`src/rtl/fnn_pkg.sv`:
```
// Shared fixed-point constants and state types for the neuron datapath blocks.
package fnn_pkg;
   localparam int FX_W    = 16;
   localparam int FX_FRAC = 8;
   localparam logic [FX_W-1:0] FX_ONE = FX_W'(1 << FX_FRAC);

   typedef enum logic [1:0] {S_IDLE, S_RUN, S_DRAIN, S_BIAS} wseq_state_t;
endpackage

```
`src/rtl/neuron_weight_seq_if.sv`:
```
// Activation stream, weight-memory read port and MAC beat bundle for neuron_weight_seq.
interface neuron_weight_seq_if #(
   parameter int addressWidth = 4,
   parameter int dataWidth    = fnn_pkg::FX_W
);
   logic                    in_valid;
   logic [dataWidth-1:0]    in_data;
   logic                    in_ready;
   logic                    mem_ren;
   logic [addressWidth-1:0] mem_radd;
   logic [dataWidth-1:0]    mem_wout;
   logic                    mac_valid;
   logic [dataWidth-1:0]    mac_w;
   logic [dataWidth-1:0]    mac_x;
   logic                    mac_last;

   modport master (
      input  in_valid, in_data, mem_wout,
      output in_ready, mem_ren, mem_radd, mac_valid, mac_w, mac_x, mac_last
   );
   modport slave (
      output in_valid, in_data, mem_wout,
      input  in_ready, mem_ren, mem_radd, mac_valid, mac_w, mac_x, mac_last
   );
endinterface

```
`src/rtl/neuron_weight_seq.sv`:
```
// Walks one neuron's weight memory, pairing each weight with its activation for the MAC.
// Optional W_SEQ_BIAS_EN appends a bias beat (w = bias, x = FX_ONE) after the last weight.
module neuron_weight_seq
   import fnn_pkg::*;
#(
   parameter int numWeight    = 10,
   parameter int addressWidth = $clog2(numWeight),
   parameter int dataWidth    = FX_W
) (
   input  logic                 clk,
   input  logic                 rst,
   input  logic                 start,
   input  logic [dataWidth-1:0] bias,
   output logic                 busy,
   output logic                 done,
   neuron_weight_seq_if.master  bus
);
   localparam logic [addressWidth-1:0] LAST_ADDR = addressWidth'(numWeight - 1);

   wseq_state_t             state, state_nxt;
   logic [addressWidth-1:0] radd_q;
   logic [dataWidth-1:0]    x_q;
   logic                    pend_q;
   logic                    done_q;
   logic                    accept;
   logic                    last;

   assign bus.in_ready = (state == S_RUN);
   assign accept       = bus.in_valid & bus.in_ready;
   assign bus.mem_ren  = accept;
   assign bus.mem_radd = radd_q;
   assign busy         = (state != S_IDLE);
   assign done         = done_q;
   assign bus.mac_last = last;

   always_ff @(posedge clk or posedge rst) begin
      if (rst) state <= S_IDLE;
      else     state <= state_nxt;
   end

   always_comb begin
      state_nxt = state;
      case (state)
         S_IDLE:  if (start) state_nxt = S_RUN;
         S_RUN:   if (accept && radd_q == LAST_ADDR) state_nxt = S_DRAIN;
`ifdef W_SEQ_BIAS_EN
         S_DRAIN: state_nxt = S_BIAS;
         S_BIAS:  state_nxt = S_IDLE;
`else
         S_DRAIN: state_nxt = S_IDLE;
`endif
         default: state_nxt = S_IDLE;
      endcase
   end

   // Data beats pass the memory output straight through; the read lands one cycle after accept.
   always_comb begin
      bus.mac_valid = pend_q;
      bus.mac_w     = bus.mem_wout;
      bus.mac_x     = x_q;
      last          = 1'b0;
`ifdef W_SEQ_BIAS_EN
      if (state == S_BIAS) begin
         bus.mac_valid = 1'b1;
         bus.mac_w     = bias;
         bus.mac_x     = dataWidth'(FX_ONE);
         last          = 1'b1;
      end
`else
      last = (state == S_DRAIN);
`endif
   end

`ifndef W_SEQ_BIAS_EN
   logic bias_unused;
   assign bias_unused = ^bias;
`endif

   always_ff @(posedge clk or posedge rst) begin
      if (rst) begin
         radd_q <= '0;
         x_q    <= '0;
         pend_q <= 1'b0;
         done_q <= 1'b0;
      end else begin
         pend_q <= accept;
         done_q <= last;
         if (state == S_IDLE && start) begin
            radd_q <= '0;
         end else if (accept) begin
            x_q <= bus.in_data;
            // Counter parks on the last address rather than wrapping.
            if (radd_q != LAST_ADDR) radd_q <= radd_q + 1'b1;
         end
      end
   end
endmodule

```
`src/flat_wrapper.sv`:
```
// flat-port wrapper written by rule: the top's interface ports become plain ports
module neuron_weight_seq_flat import fnn_pkg::*;
#(
   parameter int numWeight    = 10,
   parameter int addressWidth = $clog2(numWeight),
   parameter int dataWidth    = FX_W
)
  (clk, rst, start, bias, busy, done, bus_in_valid, bus_in_data, bus_mem_wout, bus_in_ready, bus_mem_ren, bus_mem_radd, bus_mac_valid, bus_mac_w, bus_mac_x, bus_mac_last);
  neuron_weight_seq_if #(.addressWidth(addressWidth), .dataWidth(dataWidth)) bus_i ();
  input  logic clk;
  input  logic rst;
  input  logic start;
  input  logic [dataWidth-1:0] bias;
  output logic busy;
  output logic done;
  input wire logic [$bits(bus_i.in_valid)-1:0] bus_in_valid;
  input wire logic [$bits(bus_i.in_data)-1:0] bus_in_data;
  input wire logic [$bits(bus_i.mem_wout)-1:0] bus_mem_wout;
  output wire logic [$bits(bus_i.in_ready)-1:0] bus_in_ready;
  output wire logic [$bits(bus_i.mem_ren)-1:0] bus_mem_ren;
  output wire logic [$bits(bus_i.mem_radd)-1:0] bus_mem_radd;
  output wire logic [$bits(bus_i.mac_valid)-1:0] bus_mac_valid;
  output wire logic [$bits(bus_i.mac_w)-1:0] bus_mac_w;
  output wire logic [$bits(bus_i.mac_x)-1:0] bus_mac_x;
  output wire logic [$bits(bus_i.mac_last)-1:0] bus_mac_last;
  assign bus_i.in_valid = bus_in_valid;
  assign bus_i.in_data = bus_in_data;
  assign bus_i.mem_wout = bus_mem_wout;
  assign bus_in_ready = bus_i.in_ready;
  assign bus_mem_ren = bus_i.mem_ren;
  assign bus_mem_radd = bus_i.mem_radd;
  assign bus_mac_valid = bus_i.mac_valid;
  assign bus_mac_w = bus_i.mac_w;
  assign bus_mac_x = bus_i.mac_x;
  assign bus_mac_last = bus_i.mac_last;
  neuron_weight_seq #(.numWeight(numWeight), .addressWidth(addressWidth), .dataWidth(dataWidth)) u_core (.clk(clk), .rst(rst), .start(start), .bias(bias), .busy(busy), .done(done), .bus(bus_i));
endmodule
```
`config.mk`:
```
export PLATFORM = sky130hd
export DESIGN_NAME = neuron_weight_seq_flat
export DESIGN_NICKNAME = d
export VERILOG_FILES = /design/src/rtl/fnn_pkg.sv /design/src/rtl/neuron_weight_seq_if.sv /design/src/rtl/neuron_weight_seq.sv /design/src/flat_wrapper.sv
export SDC_FILE = /design/constraint.sdc
export NUM_CORES = 1
export LEC_CHECK = 0
export ABC_AREA = 0
export CAP_MARGIN = 25
export CORE_MARGIN = 3
export CORE_UTILIZATION = 32
export DETAILED_ROUTE_END_ITERATION = 8
export PLACE_DENSITY = 0.91
export SLEW_MARGIN = 20
export SYNTH_ARGS = -nofsm -noshare
export SYNTH_HDL_FRONTEND = slang
export SYNTH_SLANG_ARGS = --single-unit
```
`constraint.sdc`:
```
create_clock -name clk -period 1.54 [get_ports clk]
set_clock_uncertainty 0.2 [all_clocks]
set_input_delay 0.385 -clock clk [delete_from_list [all_inputs] [get_ports clk]]
set_output_delay 0.385 -clock clk [all_outputs]
set_load 0.02 [all_outputs]
```
==> impl_metrics.ini <==
[status]
status = finished with violations
violations = negative setup slack

[finish]
finalInstanceArea_mm2 = 0.00157
num_antenna_cells = 0
final_common_cell = nand2_1
final_nets = 218
area_delta_synth_final_pct = 41.2
final_cell_mix = 51 x nand2_1, 23 x dfrtp_1, 22 x buf_2
post_route_cells_drive_above_1_share_pct = 33.1
fin_util_pct = 49.4
layout.cells.non_filler = 207

[setup_path]
cp.required_ns = 0.95
crit_path_end_kind = output pin
r2r_setup_slack_ns = -0.02
r2r-start = u_core.state[1]
crit_fanout = 5
critical_path_class = flop to output pin
r2r_end = u_core.bus.mem_radd[3]
crit_path_start_kind = flop
crit_arrival_ns = 1.15
r2r_cells = 4

[power]
power_density_mw_per_mm2 = 1760
p_leak_nw = 0.831
ir_worst_vdd_uv = 898

[placed_design]
hpwl_um = 1940
place_ws_ns = -0.718
numPortBuffers = 45
globalplace.congestion = 0.712
dp_cells = 200
place_area_mm2 = 0.00156

[sta]
max_freq_mhz = 575
setup_slack_ns = -0.198
maxSlewHeadroom_pct = 84.6
final-setup-viol-count = 5
fin_hold_ws_ns = 0.192
fin_crit_sh_pct = 113
layout_min_cycle_time_ns = 1.74
final-hold-violation-count = 0
tightest_slew_ns = 0.230
rsz0062_at_grt = true
finalMaxSlewViolations = 0

[clock_tree]
clock-sinks = 24
cts-root-buf = clkbuf_4
clkLatencyLatePin_ns = 0.30
ctsLongestPathBuffers = 2
cts_buffers = 3
clk_pin_slew_worst_paths_ns = 0.13
cts_tree = done
cts_htree_levels = 1
hold_buffers = 0

[floorplanning]
core_area_mm2 = 0.00318
fp.dieW_um = 64.9
die_area_mm2 = 0.00422
num_rows = 20
start_util_pct = 35.0
die_h_um = 64.9
ios = 94

[logic_synthesis]
synth_compound_area_share_pct = 2.93
synth_cell_types = 22
synth_seq_cells = 24
syn_inst = 121
synth.area.mux_share_pct = 1.80
synth_top_family_by_area = simple AND/OR/NAND/NOR gates
yosys_warnings = 0
netlist_area_mm2 = 0.00111
avgSynthCellArea_um2 = 9.18
synth_fa_ha_area_share_pct = 2.25
syn_nets = 175
synth-simple-area-share_pct = 24.5
synth-xor-area-share_pct = 0
yosysSeqAreaShare_pct = 54.1

[route]
viasPerCell = 4.39
ant_nets = 0
wire_per_inst_um = 12.9
firstDrtPassIters = 4
wl_um = 2660
first_iter_violations = 52
drc = 0
num_vias = 908

[grt]
grt_pass1_wl_um = 4350
grt-ovfl-total = 0
antenna_found_initial = 0
grt_pass1_vias = 960
grtUsageTotal_pct = 13.2
grt_max_degree = 25

[min_path]
hold_path.class = input port to async pin

[flow_run]
drv_cap = 0
metrics by stage:
step	power (mW)	setup TNS, ns
CTS	2.68	-0.817
finish	2.75	-0.682
floorplan	1.79	0
global placement	2.47	-5.88
global route	2.97	-1.12
detailed placement	2.52	-6.35
Yosys cell counts:
master    instances  area [um2]
or3_1             1        6.26
ha_1              2        25.0
and2b_1           1        7.51
o31ai_1           1        7.51
or2_2             1        6.26
inv_2             1        3.75
inv_1             5        18.8
nand3b_4          1        20.0
or3b_2            1        8.76
nor3_1            1        5.00
nor2b_1           1        6.26
dfrtp_1          24         601
nand3_1           1        5.00
a21oi_1           2        10.0
buf_4            17         128
mux2i_1           2        20.0
nand2_1          52         195
o21ai_0           2        10.0
nand4b_1          1        8.76
nor2_1            1        3.75
o21ai_1           1        5.00
buf_2             2        10.0
layout make-up:
type / count / area, um2
Sequential cell: 24 / 602
Multi-Input combinational cell: 72 / 392
Timing Repair Buffer: 57 / 462
Tap cell: 44 / 55.1
Inverter: 6 / 22.5
Fill cell: 308 / 1610
Clock buffer: 4 / 36.3
cells by family (layout without fill, tap and decap cells):
kind of cell,Yosys count,in the layout
and+or+nand+nor,62,62
buffers and inverters,25,67
DFF,24,24
AOI/OAI and AO/OA,6,6
adders and majority gates,2,2
muxes,2,2
where the power goes:
group | switching (mW) | internal [mW] | total (mW)
Clock | 0.180 | 0.144 | 0.324
Combinational | 0.831 | 0.602 | 1.43
Sequential | 0.127 | 0.870 | 0.996
Total | 1.14 | 1.62 | 2.75
metal layers:
layer / GRT usage [%] / vias up / part of all wire (%)
met5: 0 / - / 0
met4: 3.43 / 0 / 0.49
met3: 4.51 / 4 / 8.4
met2: 22.9 / 40 / 49
met1: 15.6 / 422 / 42
li1: - / 442 / -
sequential cells by signal (all words and copies together) (netlist names):
register              cells
u_core.bus.mac_valid      1
u_core.done               1
u_core.bus.mac_x         16
u_core.bus.mem_radd       4
u_core.state              2
worst max path at each step:
stage / start / to / depth (start not counted)
2_1_floorplan: u_core.state[1] / bus_mem_ren / 3
3_3_place_gp: bus_in_valid / bus_mem_ren / 4
3_5_place_dp: bus_in_valid / bus_mem_ren / 4
4_1_cts: u_core.state[1] / busy / 2
5_1_grt: u_core.state[1] / busy / 2
6_report: u_core.state[1] / busy / 2
worst max-delay path, stage by stage, from the launching register on:
cell and delay, ns:
dfrtp_1 0.45, or2_4 0.27, buf_6 0.13
what timing repair did:
action,CTS,global route
cloned,0,0
resized for setup,113,15
setup buffers,2,2
endpoints found under the setup margin,29,11
pin swaps,1,3
(Power assumes the default switching activity.)
